### src/rtl/led_seq_pkg.sv
// Shared types and constants for the LED sequencer: mode and FSM encodings,
// per-mode initial patterns and the scan direction encoding.
package led_seq_pkg;

  typedef enum logic [1:0] {
    MODE_COUNT = 2'd0,
    MODE_SCAN  = 2'd1,
    MODE_BLINK = 2'd2,
    MODE_FILL  = 2'd3
  } mode_e;

  typedef enum logic {
    ST_RUN  = 1'b0,
    ST_LOAD = 1'b1
  } state_e;

  localparam logic [7:0] INIT_COUNT = 8'h00;
  localparam logic [7:0] INIT_SCAN  = 8'h01;
  localparam logic [7:0] INIT_BLINK = 8'h00;
  localparam logic [7:0] INIT_FILL  = 8'h00;

  localparam logic SCAN_UP   = 1'b0;
  localparam logic SCAN_DOWN = 1'b1;

  function automatic logic [7:0] init_pattern(input mode_e m);
    logic [7:0] p;
    case (m)
      MODE_COUNT: p = INIT_COUNT;
      MODE_SCAN:  p = INIT_SCAN;
      MODE_BLINK: p = INIT_BLINK;
      MODE_FILL:  p = INIT_FILL;
      default:    p = 8'h00;
    endcase
    return p;
  endfunction

endpackage

### src/rtl/led_sequencer_if.sv
// Configuration handshake bundle between the board control logic (master)
// and the LED sequencer (slave).
interface led_sequencer_if #(
  parameter int DIV_W = 24
);

  logic             cfg_valid;
  logic             cfg_ready;
  logic [1:0]       cfg_mode;
  logic [DIV_W-1:0] cfg_div;
  logic [3:0]       cfg_bright;

  modport master (
    output cfg_valid,
    output cfg_mode,
    output cfg_div,
    output cfg_bright,
    input  cfg_ready
  );

  modport slave (
    input  cfg_valid,
    input  cfg_mode,
    input  cfg_div,
    input  cfg_bright,
    output cfg_ready
  );

endinterface

### src/rtl/led_prescaler.sv
// Step-period prescaler: counts 0..div and flags the terminal count as a step.
// hold freezes the count; clr restarts it and suppresses the step.
module led_prescaler #(
  parameter int DIV_W = 24
) (
  input  logic             clk,
  input  logic             rst,
  input  logic             clr,
  input  logic             hold,
  input  logic [DIV_W-1:0] div,
  output logic             step
);

  logic [DIV_W-1:0] count;
  logic             terminal;

  // >= rather than == so a count left above a newly shortened divider still wraps
  assign terminal = (count >= div);
  assign step     = terminal && !hold && !clr;

  always_ff @(posedge clk or posedge rst) begin
    if (rst) begin
      count <= '0;
    end else if (clr) begin
      count <= '0;
    end else if (!hold) begin
      if (terminal) begin
        count <= '0;
      end else begin
        count <= count + 1'b1;
      end
    end
  end

endmodule

### src/rtl/led_sequencer.sv
// Animated pattern driver for the 8 user LEDs with a handshake-configured mode
// and step period. Define LED_PWM_EN to add 16-level brightness gating.
import led_seq_pkg::*;

module led_sequencer #(
  parameter int             DIV_W       = 24,
  parameter logic [DIV_W-1:0] DEFAULT_DIV = 24'd12_500_000
) (
  input  logic                  sys_clk,
  input  logic                  sys_rst,
  led_sequencer_if.slave        cfg,
  input  logic                  pause,
  output logic                  tick,
  output logic [1:0]            mode,
  output logic [7:0]            user_led
);

  state_e           state;
  state_e           state_next;
  logic             accept;
  logic             load;

  mode_e            mode_lat;
  logic [DIV_W-1:0] div_lat;
  mode_e            mode_q;
  logic [DIV_W-1:0] div_q;

  logic [7:0]       pattern;
  logic [7:0]       pattern_next;
  logic             scan_dir;
  logic             scan_dir_next;
  logic             step;

  always_ff @(posedge sys_clk or posedge sys_rst) begin
    if (sys_rst) begin
      state <= ST_RUN;
    end else begin
      state <= state_next;
    end
  end

  always_comb begin
    state_next    = state;
    cfg.cfg_ready = 1'b0;
    accept        = 1'b0;
    load          = 1'b0;
    case (state)
      ST_RUN: begin
        cfg.cfg_ready = 1'b1;
        if (cfg.cfg_valid) begin
          accept     = 1'b1;
          state_next = ST_LOAD;
        end
      end
      ST_LOAD: begin
        load       = 1'b1;
        state_next = ST_RUN;
      end
      default: state_next = ST_RUN;
    endcase
  end

  // Accepted settings wait one cycle here and only take effect in LOAD
  always_ff @(posedge sys_clk or posedge sys_rst) begin
    if (sys_rst) begin
      mode_lat <= MODE_COUNT;
      div_lat  <= DEFAULT_DIV;
    end else if (accept) begin
      mode_lat <= mode_e'(cfg.cfg_mode);
      div_lat  <= cfg.cfg_div;
    end
  end

  always_ff @(posedge sys_clk or posedge sys_rst) begin
    if (sys_rst) begin
      mode_q <= MODE_COUNT;
      div_q  <= DEFAULT_DIV;
    end else if (load) begin
      mode_q <= mode_lat;
      div_q  <= div_lat;
    end
  end

  led_prescaler #(
    .DIV_W (DIV_W)
  ) u_prescaler (
    .clk  (sys_clk),
    .rst  (sys_rst),
    .clr  (load),
    .hold (pause),
    .div  (div_q),
    .step (step)
  );

  always_comb begin
    pattern_next  = pattern;
    scan_dir_next = scan_dir;
    case (mode_q)
      MODE_COUNT: pattern_next = pattern + 8'd1;
      MODE_SCAN: begin
        // Bounce at the ends so the bar never leaves the LED row
        if (scan_dir == SCAN_UP) begin
          if (pattern == 8'h80) begin
            pattern_next  = 8'h40;
            scan_dir_next = SCAN_DOWN;
          end else begin
            pattern_next = {pattern[6:0], 1'b0};
          end
        end else begin
          if (pattern == 8'h01) begin
            pattern_next  = 8'h02;
            scan_dir_next = SCAN_UP;
          end else begin
            pattern_next = {1'b0, pattern[7:1]};
          end
        end
      end
      MODE_BLINK: pattern_next = (pattern == 8'h00) ? 8'hFF : 8'h00;
      MODE_FILL:  pattern_next = (pattern == 8'hFF) ? 8'h00 : {pattern[6:0], 1'b1};
      default:    pattern_next = pattern;
    endcase
  end

  // LOAD takes priority so a restart always wins over a step in flight
  always_ff @(posedge sys_clk or posedge sys_rst) begin
    if (sys_rst) begin
      pattern  <= 8'h00;
      scan_dir <= SCAN_UP;
      tick     <= 1'b0;
    end else if (load) begin
      pattern  <= init_pattern(mode_lat);
      scan_dir <= SCAN_UP;
      tick     <= 1'b0;
    end else if (step) begin
      pattern  <= pattern_next;
      scan_dir <= scan_dir_next;
      tick     <= 1'b1;
    end else begin
      tick     <= 1'b0;
    end
  end

  assign mode = mode_q;

`ifdef LED_PWM_EN
  logic [3:0] bright_lat;
  logic [3:0] bright_q;
  logic [3:0] pwm_cnt;

  always_ff @(posedge sys_clk or posedge sys_rst) begin
    if (sys_rst) begin
      bright_lat <= 4'hF;
    end else if (accept) begin
      bright_lat <= cfg.cfg_bright;
    end
  end

  always_ff @(posedge sys_clk or posedge sys_rst) begin
    if (sys_rst) begin
      bright_q <= 4'hF;
      pwm_cnt  <= 4'h0;
    end else begin
      pwm_cnt <= pwm_cnt + 4'h1;
      if (load) begin
        bright_q <= bright_lat;
      end
    end
  end

  assign user_led = pattern & {8{pwm_cnt <= bright_q}};
`else
  assign user_led = pattern;
`endif

  a_no_tick_after_load: assert property (
    @(posedge sys_clk) disable iff (sys_rst) (state == ST_LOAD) |=> !tick
  );

  a_scan_never_dark: assert property (
    @(posedge sys_clk) disable iff (sys_rst)
      (state == ST_RUN && mode_q == MODE_SCAN) |-> (pattern != 8'h00)
  );

endmodule

### src/flat_wrapper.sv
// flat-port wrapper written by rule: the top's interface ports become plain ports
module led_sequencer_flat 
#(
  parameter int             DIV_W       = 24,
  parameter logic [DIV_W-1:0] DEFAULT_DIV = 24'd12_500_000
)
  (sys_clk, sys_rst, pause, tick, mode, user_led, cfg_cfg_valid, cfg_cfg_mode, cfg_cfg_div, cfg_cfg_bright, cfg_cfg_ready);
  led_sequencer_if #(.DIV_W(DIV_W)) cfg_i ();
  input  logic sys_clk;
  input  logic sys_rst;
  input  logic pause;
  output logic tick;
  output logic [1:0] mode;
  output logic [7:0] user_led;
  input wire logic [$bits(cfg_i.cfg_valid)-1:0] cfg_cfg_valid;
  input wire logic [$bits(cfg_i.cfg_mode)-1:0] cfg_cfg_mode;
  input wire logic [$bits(cfg_i.cfg_div)-1:0] cfg_cfg_div;
  input wire logic [$bits(cfg_i.cfg_bright)-1:0] cfg_cfg_bright;
  output wire logic [$bits(cfg_i.cfg_ready)-1:0] cfg_cfg_ready;
  assign cfg_i.cfg_valid = cfg_cfg_valid;
  assign cfg_i.cfg_mode = cfg_cfg_mode;
  assign cfg_i.cfg_div = cfg_cfg_div;
  assign cfg_i.cfg_bright = cfg_cfg_bright;
  assign cfg_cfg_ready = cfg_i.cfg_ready;
  led_sequencer #(.DIV_W(DIV_W), .DEFAULT_DIV(DEFAULT_DIV)) u_core (.sys_clk(sys_clk), .sys_rst(sys_rst), .cfg(cfg_i), .pause(pause), .tick(tick), .mode(mode), .user_led(user_led));
endmodule
### config.mk
export PLATFORM = sky130hd
export DESIGN_NAME = led_sequencer_flat
export DESIGN_NICKNAME = d
export VERILOG_FILES = /design/src/rtl/led_seq_pkg.sv /design/src/rtl/led_sequencer_if.sv /design/src/rtl/led_prescaler.sv /design/src/rtl/led_sequencer.sv /design/src/flat_wrapper.sv
export SDC_FILE = /design/constraint.sdc
export NUM_CORES = 1
export LEC_CHECK = 0
export ABC_CLOCK_PERIOD_IN_PS = 8950
export CELL_PAD_IN_SITES_DETAIL_PLACEMENT = 1
export CELL_PAD_IN_SITES_GLOBAL_PLACEMENT = 2
export CORE_ASPECT_RATIO = 0.5
export CORE_MARGIN = 2
export CORE_UTILIZATION = 41
export CTS_BUF_LIST = sky130_fd_sc_hd__clkbuf_4
export DETAILED_ROUTE_END_ITERATION = 12
export PLACE_DENSITY = 0.9
export SLEW_MARGIN = 5
export SYNTH_ARGS = -nofsm -noshare
export SYNTH_HDL_FRONTEND = slang
export SYNTH_SLANG_ARGS = --single-unit
### constraint.sdc
create_clock -name sys_clk -period 8.95 [get_ports sys_clk]
set_clock_uncertainty 0.2 [all_clocks]
set_input_delay 1.79 -clock sys_clk [delete_from_list [all_inputs] [get_ports sys_clk]]
set_output_delay 1.79 -clock sys_clk [all_outputs]
set_load 0.02 [all_outputs]
==> results.py, run 1 <==
metrics = {
    "status": {
        "status": "completed",
    },
    "synthesis": {
        "yosysTopAreaCell": "dfrtp_1",
        "synth_top_area_frac": 0.320,
        "synthDistinctLibCells": 62,
        "seq_area_frac_synth": 0.448,
        "synthesis.instances": 510,
        "share_of_flip_flops_with_an_asynchronous_set_or_reset": 1.00,
        "ys_warn_count": 0,
        "syn-mean-instance-area_um2": 9.67,
        "ys_seq_elements": 87,
        "net_count_after_synthesis": 572,
        "synth-edff-count": 0,
        "dominantRegCellSynth": "dfrtp_1",
        "synth.area.top_cells": "dfrtp_1, dfstp_2, ha_1",
        "syn_area_mm2": 0.00493,
    },
    "timing": {
        "finalWorstSetupSlack_ns": 4.68,
        "final.period_utilization": 0.477,
        "setup_tns_final_ns": 0,
        "max_slew.worst_pin.slew_ns": 0.989,
        "timing.final.max_slew_violations": 0,
        "timing_hold_violations_final": 0,
        "max-slew-margin-rel": 0.340,
        "hold_slack_ns": 0.291,
        "period_minus_slack_ns": 4.27,
        "setup-violations-final": 0,
        "achievable-frequency_ghz": 0.234,
        "rsz0062_at_grt": "no",
    },
    "worst_setup_path": {
        "timing.critical_path.slowest_stage_cell": "dfrtp_2",
        "slowest_delay_ns": 0.72,
        "worst_setup_path_end_kind": "output port",
        "timing.rr.start": "u_core.div_q[23]",
        "cp_max_fo": 30,
        "timing.critical_path.cells": "clkinv_1 -> clkdlybuf4s50_1",
        "worst_ep_required_time_ns": 6.96,
        "timing_worst_setup_path_type": "register to output port",
        "regToRegSetupSlack_ns": 5.53,
        "critical_path.reg2reg.endpoint": "u_core.user_led[4]",
        "cp.arrival_ns": 2.28,
        "reg2regPathDepth": 8,
        "startpoint_type": "register",
    },
    "global_route": {
        "number_of_global_route_vias_before_repair": 4011,
        "grt_start_max_net_pins": 75,
        "grt_use_total": 0.203,
        "grt_antenna_before_repair": 0,
        "grt_first_pass_wirelength_um": 20700,
        "globalRoute.totalOverflow": 0,
    },
    "clocking": {
        "cts_setup_buffers": 0,
        "clk_pin_slew_worst_setup_hold_paths_ns": 0.15,
        "cts-resized-gates": 0,
        "clk_path_buf_depth": 2,
        "clockRootBuffer": "clkbuf_4",
        "hold_buffers_post_cts": 0,
        "clock_latency_ns": 0.46,
        "cts_inserted_buffers": 9,
        "htreeDepth": 3,
        "tritoncts_clock_tree": "done",
        "numClockSinks": 87,
    },
    "floorplan": {
        "core_area_mm2": 0.0118,
        "dieArea_mm2": 0.0130,
        "chipWidth_um": 159,
        "placement_rows": 28,
        "fp.dieH_um": 81.5,
        "starting_density_of_the_core": 0.419,
        "io-pin-count": 46,
    },
    "routing": {
        "routed_wire_length_per_instance_um": 17.5,
        "routed-via-count": 3955,
        "dr_wl_met3_um": 550,
        "firstDrtPassIters": 4,
        "dr.first_iter.drc_count": 176,
        "drtAntennaViolNets": 0,
        "drc": 0,
        "drt-met1-wl_um": 5930,
        "route.final.wire_length_um": 12400,
        "top_signal_layer_used": "met4",
        "routed_via_density": 5.59,
        "met2RoutedLength_um": 5730,
    },
    "final_layout": {
        "finish.net_count": 599,
        "postLayoutCellArea_mm2": 0.00560,
        "drive_above_1_share": 0.168,
        "stdcell_count": 707,
        "n_antenna_cell": 0,
        "synthToLayoutAreaGrowth_pct": 13.7,
        "filler_cell_count_in_the_final_layout": 1393,
    },
    "placed_design": {
        "portBuffers": 41,
        "place_congestion": 0.815,
        "worst_slack_placed_ns": 4.75,
        "placed_cell_area_mm2": 0.00544,
        "numPlacedInstances": 691,
        "hpwlAfterDp_um": 8450,
    },
    "pwr": {
        "static-leakage-power_uw": 0.00227,
        "power-per-cell-area_mw_per_mm2": 186,
        "ir_worst_vdd_v": 0.0000800,
    },
    "hold_path": {
        "hold_depth": 2,
        "min_to": "u_core.div_q[14]",
        "min_path_type": "register to register",
        "min_from": "u_core.div_lat[14]",
    },
    "job": {
        "maxCapViolations": 0,
    },
}
==> per-stage QoR <==
step           power [µW]   util
2_1_floorplan         697      -
6_report             1040  0.476
3_5_place_dp          790  0.462
5_1_grt              1110  0.476
4_1_cts              1060  0.476
3_3_place_gp          774  0.462
==> cells in the final DEF, fill, tap and decap left out, types with 3 or more instances in the layout <==
cell type        count
a32oi_1              7
dfstp_2             24
inv_1               30
nor3_1               8
a31oi_1             12
mux2_2              30
nand2b_1             5
ha_1                28
xnor2_1              5
o21ai_0             30
nor2_1              28
and3_1               5
o31ai_1              8
clkinv_1             3
nand4_1             19
a21oi_1             15
xor2_1               6
nand2_1             72
o221a_2              6
dfrtp_1             62
nand3_1             26
buf_4                4
a211oi_1             5
clkdlybuf4s50_1     41
clkbuf_4             9
==> critical path: cells and delay by family, from the launching register on <==
kind	cells	cell delay, ns
buffers and inverters	2	1.09
DFF	1	0.72
==> sequential cells by signal, summed over array words and instances (netlist names) <==
signal / cells
u_core.tick: 1
u_core.mode: 2
u_core.mode_lat: 2
u_core.div_q: 24
u_core.user_led: 8
u_core.state: 1
u_core.u_prescaler.count: 24
u_core.scan_dir: 1
u_core.div_lat: 24
==> area by class of cell <==
| class | count | area [µm²] | share of cell area |
|---|---|---|---|
| clock buffers | 9 | 67.6 | 0.0121 |
| flip-flops and latches | 87 | 2210 | 0.394 |
| multi-input cells | 362 | 2460 | 0.440 |
| clock inverters | 7 | 96.3 | 0.0172 |
| repair buffers | 45 | 440 | 0.0786 |
| well taps | 165 | 206 | 0.0368 |
| inverters | 32 | 121 | 0.0217 |
==> where the power goes <==
part           leakage (µW)  switching, µW  internal (µW)  total, µW
logic               0.00112            142            119        261
clock network     0.0000871            148            114        263
registers           0.00107           58.9            459        518
==> synthesized netlist by cell type, types with 15 or more instances <==
| master | count |
|---|---|
| nand3_1 | 26 |
| nand2_1 | 72 |
| clkbuf_1 | 15 |
| inv_1 | 31 |
| ha_1 | 28 |
| dfrtp_1 | 63 |
| mux2_2 | 30 |
| nor2_1 | 28 |
| dfstp_2 | 24 |
| a21oi_1 | 15 |
| nand4_1 | 19 |
| o21ai_0 | 30 |
==> worst max path at each step <==
stage | from | end | slack [ns] | cells after the start
3_5_place_dp | pause | u_core.u_prescaler.count[20] | 4.75 | 6
6_report | u_core.state | cfg_cfg_ready | 4.68 | 2
2_1_floorplan | sys_rst | u_core.div_lat[0] | 4.75 | 1
4_1_cts | u_core.state | cfg_cfg_ready | 4.65 | 2
3_3_place_gp | pause | u_core.u_prescaler.count[14] | 4.83 | 6
5_1_grt | u_core.state | cfg_cfg_ready | 4.50 | 2
==> layer usage <==
metal,up-vias,GRT usage
met3,14,0.0414
met2,73,0.337
met4,0,0.0618
li1,1888,-
met5,-,0
met1,1980,0.272
==> kinds of logic after synthesis <==
| kind of cell | after synthesis | synth area share |
|---|---|---|
| AO/OA/AOI/OAI | 106 | 0.151 |
| XOR/XNOR | 11 | 0.0195 |
| adder cells (fa/ha/maj) | 28 | 0.0711 |
| buffers and inverters | 61 | 0.0530 |
| flip-flops | 87 | 0.448 |
| multiplexers | 32 | 0.0726 |
| AND/OR/NAND/NOR | 185 | 0.186 |
(Power assumes the default switching activity.)
==> inputs of run 2 (changes only) <==
--- a/config.mk
+++ b/config.mk
@@ -5,15 +5,15 @@
 export SDC_FILE = /design/constraint.sdc
 export NUM_CORES = 1
 export LEC_CHECK = 0
-export ABC_CLOCK_PERIOD_IN_PS = 8950
+export ABC_CLOCK_PERIOD_IN_PS = 4200
 export CELL_PAD_IN_SITES_DETAIL_PLACEMENT = 1
 export CELL_PAD_IN_SITES_GLOBAL_PLACEMENT = 2
 export CORE_ASPECT_RATIO = 0.5
 export CORE_MARGIN = 2
-export CORE_UTILIZATION = 41
+export CORE_UTILIZATION = 38
 export CTS_BUF_LIST = sky130_fd_sc_hd__clkbuf_4
 export DETAILED_ROUTE_END_ITERATION = 12
-export PLACE_DENSITY = 0.9
+export PLACE_DENSITY = 0.84
 export SLEW_MARGIN = 5
 export SYNTH_ARGS = -nofsm -noshare
 export SYNTH_HDL_FRONTEND = slang
==> constraint.sdc (replaced) <==
create_clock -name sys_clk -period 4.2 [get_ports sys_clk]
set_clock_uncertainty 0.2 [all_clocks]
set_input_delay 0.84 -clock sys_clk [delete_from_list [all_inputs] [get_ports sys_clk]]
set_output_delay 0.84 -clock sys_clk [all_outputs]
set_load 0.02 [all_outputs]
==> results.py, run 2 (synthesis results as in run 1) <==
metrics = {
    "placed_design": {
        "placed_cell_area_mm2": 0.00547,
        "place_congestion": 0.797,
        "hpwlAfterDp_um": 8190,
        "worst_slack_placed_ns": 0.969,
        "portBuffers": 41,
    },
    "timing": {
        "achievable-frequency_ghz": 0.307,
        "max_slew.worst_pin.slew_ns": 0.921,
        "finalWorstSetupSlack_ns": 0.947,
        "max-slew-margin-rel": 0.386,
        "setup-violations-final": 0,
        "setup_tns_final_ns": 0,
        "period_minus_slack_ns": 3.25,
        "timing_hold_violations_final": 0,
        "final.period_utilization": 0.774,
        "rsz0062_at_grt": "no",
        "timing.final.max_slew_violations": 0,
    },
    "pwr": {
        "power-per-cell-area_mw_per_mm2": 384,
        "static-leakage-power_uw": 0.00228,
        "ir_worst_vdd_v": 0.000134,
    },
    "floorplan": {
        "starting_density_of_the_core": 0.389,
        "placement_rows": 29,
        "dieArea_mm2": 0.0140,
        "fp.dieH_um": 84.5,
        "io-pin-count": 46,
        "core_area_mm2": 0.0127,
        "chipWidth_um": 165,
    },
    "routing": {
        "routed_wire_length_per_instance_um": 17.3,
        "routed_via_density": 5.58,
        "route.final.wire_length_um": 12300,
        "routed-via-count": 3989,
        "drc": 0,
        "firstDrtPassIters": 4,
        "dr.first_iter.drc_count": 156,
        "drtAntennaViolNets": 0,
    },
    "job": {
        "maxCapViolations": 0,
    },
    "global_route": {
        "grt_use_total": 0.194,
        "number_of_global_route_vias_before_repair": 4224,
        "globalRoute.totalOverflow": 0,
        "grt_antenna_before_repair": 1,
        "grt_first_pass_wirelength_um": 21400,
        "grt_start_max_net_pins": 88,
    },
    "clocking": {
        "cts-resized-gates": 0,
        "hold_buffers_post_cts": 0,
        "htreeDepth": 3,
        "tritoncts_clock_tree": "done",
        "clock_latency_ns": 0.47,
        "numClockSinks": 87,
        "cts_setup_buffers": 0,
        "cts_inserted_buffers": 9,
        "clk_path_buf_depth": 2,
        "clockRootBuffer": "clkbuf_4",
        "clk_pin_slew_worst_setup_hold_paths_ns": 0.14,
    },
    "hold_path": {
        "hold_depth": 2,
        "min_path_type": "register to register",
    },
    "final_layout": {
        "drive_above_1_share": 0.173,
        "reg.largest.list": "u_core.div_lat (24), u_core.div_q (24), u_core.u_prescaler.count (24)",
        "postLayoutCellArea_mm2": 0.00561,
        "filler_cell_count_in_the_final_layout": 1451,
        "layout_commonest_cell": "nand2_1",
        "top_library_cells_by_usage_in_the_layout_fill_and_taps_aside": "nand2_1, dfrtp_1, clkdlybuf4s50_1",
        "finish.net_count": 601,
        "synthToLayoutAreaGrowth_pct": 13.8,
    },
    "worst_setup_path": {
        "worst_setup_path_end_kind": "register",
        "timing_worst_setup_path_type": "register to register",
        "cp_max_fo": 30,
        "worst_ep_required_time_ns": 4.39,
        "cp.arrival_ns": 3.44,
        "startpoint_type": "register",
        "reg2regPathDepth": 8,
    },
    "status": {
        "status": "completed",
    },
}
run 2: report_power, final:
group	total, µW	internal (µW)	switching (µW)
Clock	494	187	307
Combinational	564	256	309
Sequential	1100	978	120
run 2: layer usage:
metal,track usage,wire (µm)
met2,0.309,5580
met5,0,0
met3,0.0395,333
met4,0.0419,119
met1,0.274,6300
run 2: final timing paths:
path                               startpoint            endpoint  slack [ns]
setup / recovery             u_core.div_q[21]     u_core.scan_dir        0.95
hold / removal             u_core.div_lat[13]    u_core.div_q[13]        0.30
min in group asynchronous             sys_rst   u_core.div_lat[7]        0.58
setup reg to reg             u_core.div_q[21]     u_core.scan_dir        0.95
hold reg to reg            u_core.div_lat[13]    u_core.div_q[13]        0.30
max in group asynchronous             sys_rst  u_core.div_lat[23]        2.82
run 2: critical path: stages, from the launching register on:
cell      delay, ns
dfstp_2        0.54
inv_1          0.04
ha_1           0.30
nand4_2        0.18
nor4_2         0.43
nand4_1        0.26
a31o_2         0.53
a2111o_1       0.46
a211oi_1       0.22
run 2: layout make-up:
type	instances	area, µm²	share of cell area
diodes	1	2.50	0.000446
clock buffers	10	75.1	0.0134
clock inverters	6	60.1	0.0107
inverters	32	121	0.0216
multi-input cells	362	2460	0.439
flip-flops and latches	87	2210	0.394
well taps	170	213	0.0379
repair buffers	47	468	0.0834
run 2: stage by stage:
| step | hold slack, ns | power, µW | util | cells |
|---|---|---|---|---|
| 5_1_grt | 0.322 | 2310 | 0.443 | 715 |
| 2_1_floorplan | 0.246 | 1490 | - | 510 |
| 3_5_place_dp | 0.275 | 1680 | 0.432 | 698 |
| 4_1_cts | 0.303 | 2180 | 0.443 | 714 |
| 6_report | 0.296 | 2160 | 0.443 | 715 |
| 3_3_place_gp | 0.262 | 1660 | 0.432 | 698 |
==> inputs of run 3 (changes only) <==
--- a/config.mk
+++ b/config.mk
@@ -5,7 +5,7 @@
 export SDC_FILE = /design/constraint.sdc
 export NUM_CORES = 1
 export LEC_CHECK = 0
-export ABC_CLOCK_PERIOD_IN_PS = 4200
+export ABC_CLOCK_PERIOD_IN_PS = 3250
 export CELL_PAD_IN_SITES_DETAIL_PLACEMENT = 1
 export CELL_PAD_IN_SITES_GLOBAL_PLACEMENT = 2
 export CORE_ASPECT_RATIO = 0.5
==> constraint.sdc (replaced) <==
create_clock -name sys_clk -period 3.25 [get_ports sys_clk]
set_clock_uncertainty 0.2 [all_clocks]
set_input_delay 0.65 -clock sys_clk [delete_from_list [all_inputs] [get_ports sys_clk]]
set_output_delay 0.65 -clock sys_clk [all_outputs]
set_load 0.02 [all_outputs]
==> results.py, run 3 (synthesis results as in run 1) <==
metrics = {
    "global_route": {
        "number_of_global_route_vias_before_repair": 4161,
        "grt_first_pass_wirelength_um": 21100,
        "grt_start_max_net_pins": 88,
        "grt_use_total": 0.193,
        "globalRoute.totalOverflow": 0,
        "grt_antenna_before_repair": 0,
    },
    "final_layout": {
        "layout_commonest_cell": "nand2_1",
        "top_library_cells_by_usage_in_the_layout_fill_and_taps_aside": "nand2_1, dfrtp_1, clkdlybuf4s50_1",
        "synthToLayoutAreaGrowth_pct": 16.8,
        "drive_above_1_share": 0.194,
        "postLayoutCellArea_mm2": 0.00576,
        "reg.largest.list": "u_core.div_lat (24), u_core.div_q (24), u_core.u_prescaler.count (24)",
        "n_antenna_cell": 0,
        "finish.net_count": 614,
    },
    "clocking": {
        "cts_inserted_buffers": 9,
        "clk_pin_slew_worst_setup_hold_paths_ns": 0.15,
        "hold_buffers_post_cts": 0,
        "cts_setup_buffers": 0,
        "htreeDepth": 3,
        "numClockSinks": 87,
        "clk_path_buf_depth": 2,
        "clockRootBuffer": "clkbuf_4",
        "clock_latency_ns": 0.46,
        "cts-resized-gates": 0,
        "tritoncts_clock_tree": "done",
    },
    "status": {
        "status": "completed",
    },
    "routing": {
        "drtAntennaViolNets": 0,
        "routed-via-count": 4017,
        "drc": 0,
        "dr.first_iter.drc_count": 170,
        "route.final.wire_length_um": 12700,
        "routed_wire_length_per_instance_um": 17.5,
        "firstDrtPassIters": 4,
        "routed_via_density": 5.53,
    },
    "floorplan": {
        "io-pin-count": 46,
        "fp.dieH_um": 84.5,
        "dieArea_mm2": 0.0140,
        "chipWidth_um": 165,
        "starting_density_of_the_core": 0.389,
        "placement_rows": 29,
        "core_area_mm2": 0.0127,
    },
    "timing": {
        "achievable-frequency_ghz": 0.326,
        "max_slew.worst_pin.slew_ns": 0.724,
        "setup_tns_final_ns": 0,
        "max-slew-margin-rel": 0.514,
        "period_minus_slack_ns": 3.06,
        "timing.final.max_slew_violations": 0,
        "hold_slack_ns": 0.294,
        "timing_hold_violations_final": 0,
        "final.period_utilization": 0.943,
        "rsz0062_at_grt": "no",
        "finalWorstSetupSlack_ns": 0.186,
        "setup-violations-final": 0,
    },
    "job": {
        "maxCapViolations": 0,
    },
    "placed_design": {
        "hpwlAfterDp_um": 8760,
        "place_congestion": 0.815,
        "placed_cell_area_mm2": 0.00557,
        "portBuffers": 41,
        "worst_slack_placed_ns": 0.215,
    },
    "pwr": {
        "power-per-cell-area_mw_per_mm2": 517,
        "static-leakage-power_uw": 0.00236,
        "ir_worst_vdd_v": 0.000193,
        "fin_total_pwr_uw": 2980,
    },
    "worst_setup_path": {
        "cp_max_fo": 16,
        "startpoint_type": "register",
        "reg2regPathDepth": 10,
        "worst_setup_path_end_kind": "register",
        "worst_ep_required_time_ns": 3.37,
        "cp.arrival_ns": 3.19,
        "timing_worst_setup_path_type": "register to register",
    },
    "hold_path": {
        "min_path_type": "register to register",
        "hold_depth": 2,
    },
}
[run 3: cell count changes in the layout (fill, tap and decap cells not counted)]
cell	delta
buf_4	+13
inv_6	+1
diode_2	-1
clkbuf_4	+1
clkinv_4	-1
bufinv_16	+2
inv_4	-1
clkinv_2	-1
clkinv_1	-1
[run 3: final timing paths]
kind | from | slack, ns | endpoint
max in group asynchronous | sys_rst | 2.05 | u_core.div_q[5]
hold / removal | u_core.div_lat[13] | 0.29 | u_core.div_q[13]
setup / recovery | u_core.div_q[23] | 0.19 | u_core.u_prescaler.count[20]
hold reg to reg | u_core.div_lat[13] | 0.29 | u_core.div_q[13]
setup reg to reg | u_core.div_q[23] | 0.19 | u_core.u_prescaler.count[20]
min in group asynchronous | sys_rst | 0.38 | u_core.div_lat[8]
[run 3: cell type report]
class	instances	area (µm²)
clock buffer	11	82.6
clock inverter	5	105
fill	1421	6900
inverter	32	121
multi-input combinational	362	2460
sequential	87	2210
tap	170	213
timing repair buffer	60	566
[run 3: critical path: stages (launching register included)]
cell     delay (ns)
dfstp_2        0.55
inv_1          0.05
ha_1           0.33
nand4_2        0.16
nor4_2         0.43
nand4_1        0.25
a31o_2         0.40
buf_4          0.24
nand2_1        0.10
buf_4          0.15
o31ai_1        0.08
[run 3: power breakdown]
group / internal, µW / switching (µW)
Combinational: 348 / 412
Clock: 411 / 395
Sequential: 1260 / 146
[run 3: metal layers]
layer	track usage	routed length [µm]	part of all wire	vias up
li1	-	-	-	1920
met1	0.269	6450	0.51	2022
met2	0.305	5750	0.45	63
met3	0.0395	367	0.029	12
met4	0.0522	138	0.011	0
met5	0	0	0	-
[run 3: through the flow]
stage,instances,util
after CTS,727,0.455
after global placement,711,0.440
final,727,0.455
after detailed placement,711,0.440
after global routing,727,0.455
after floorplan,510,-
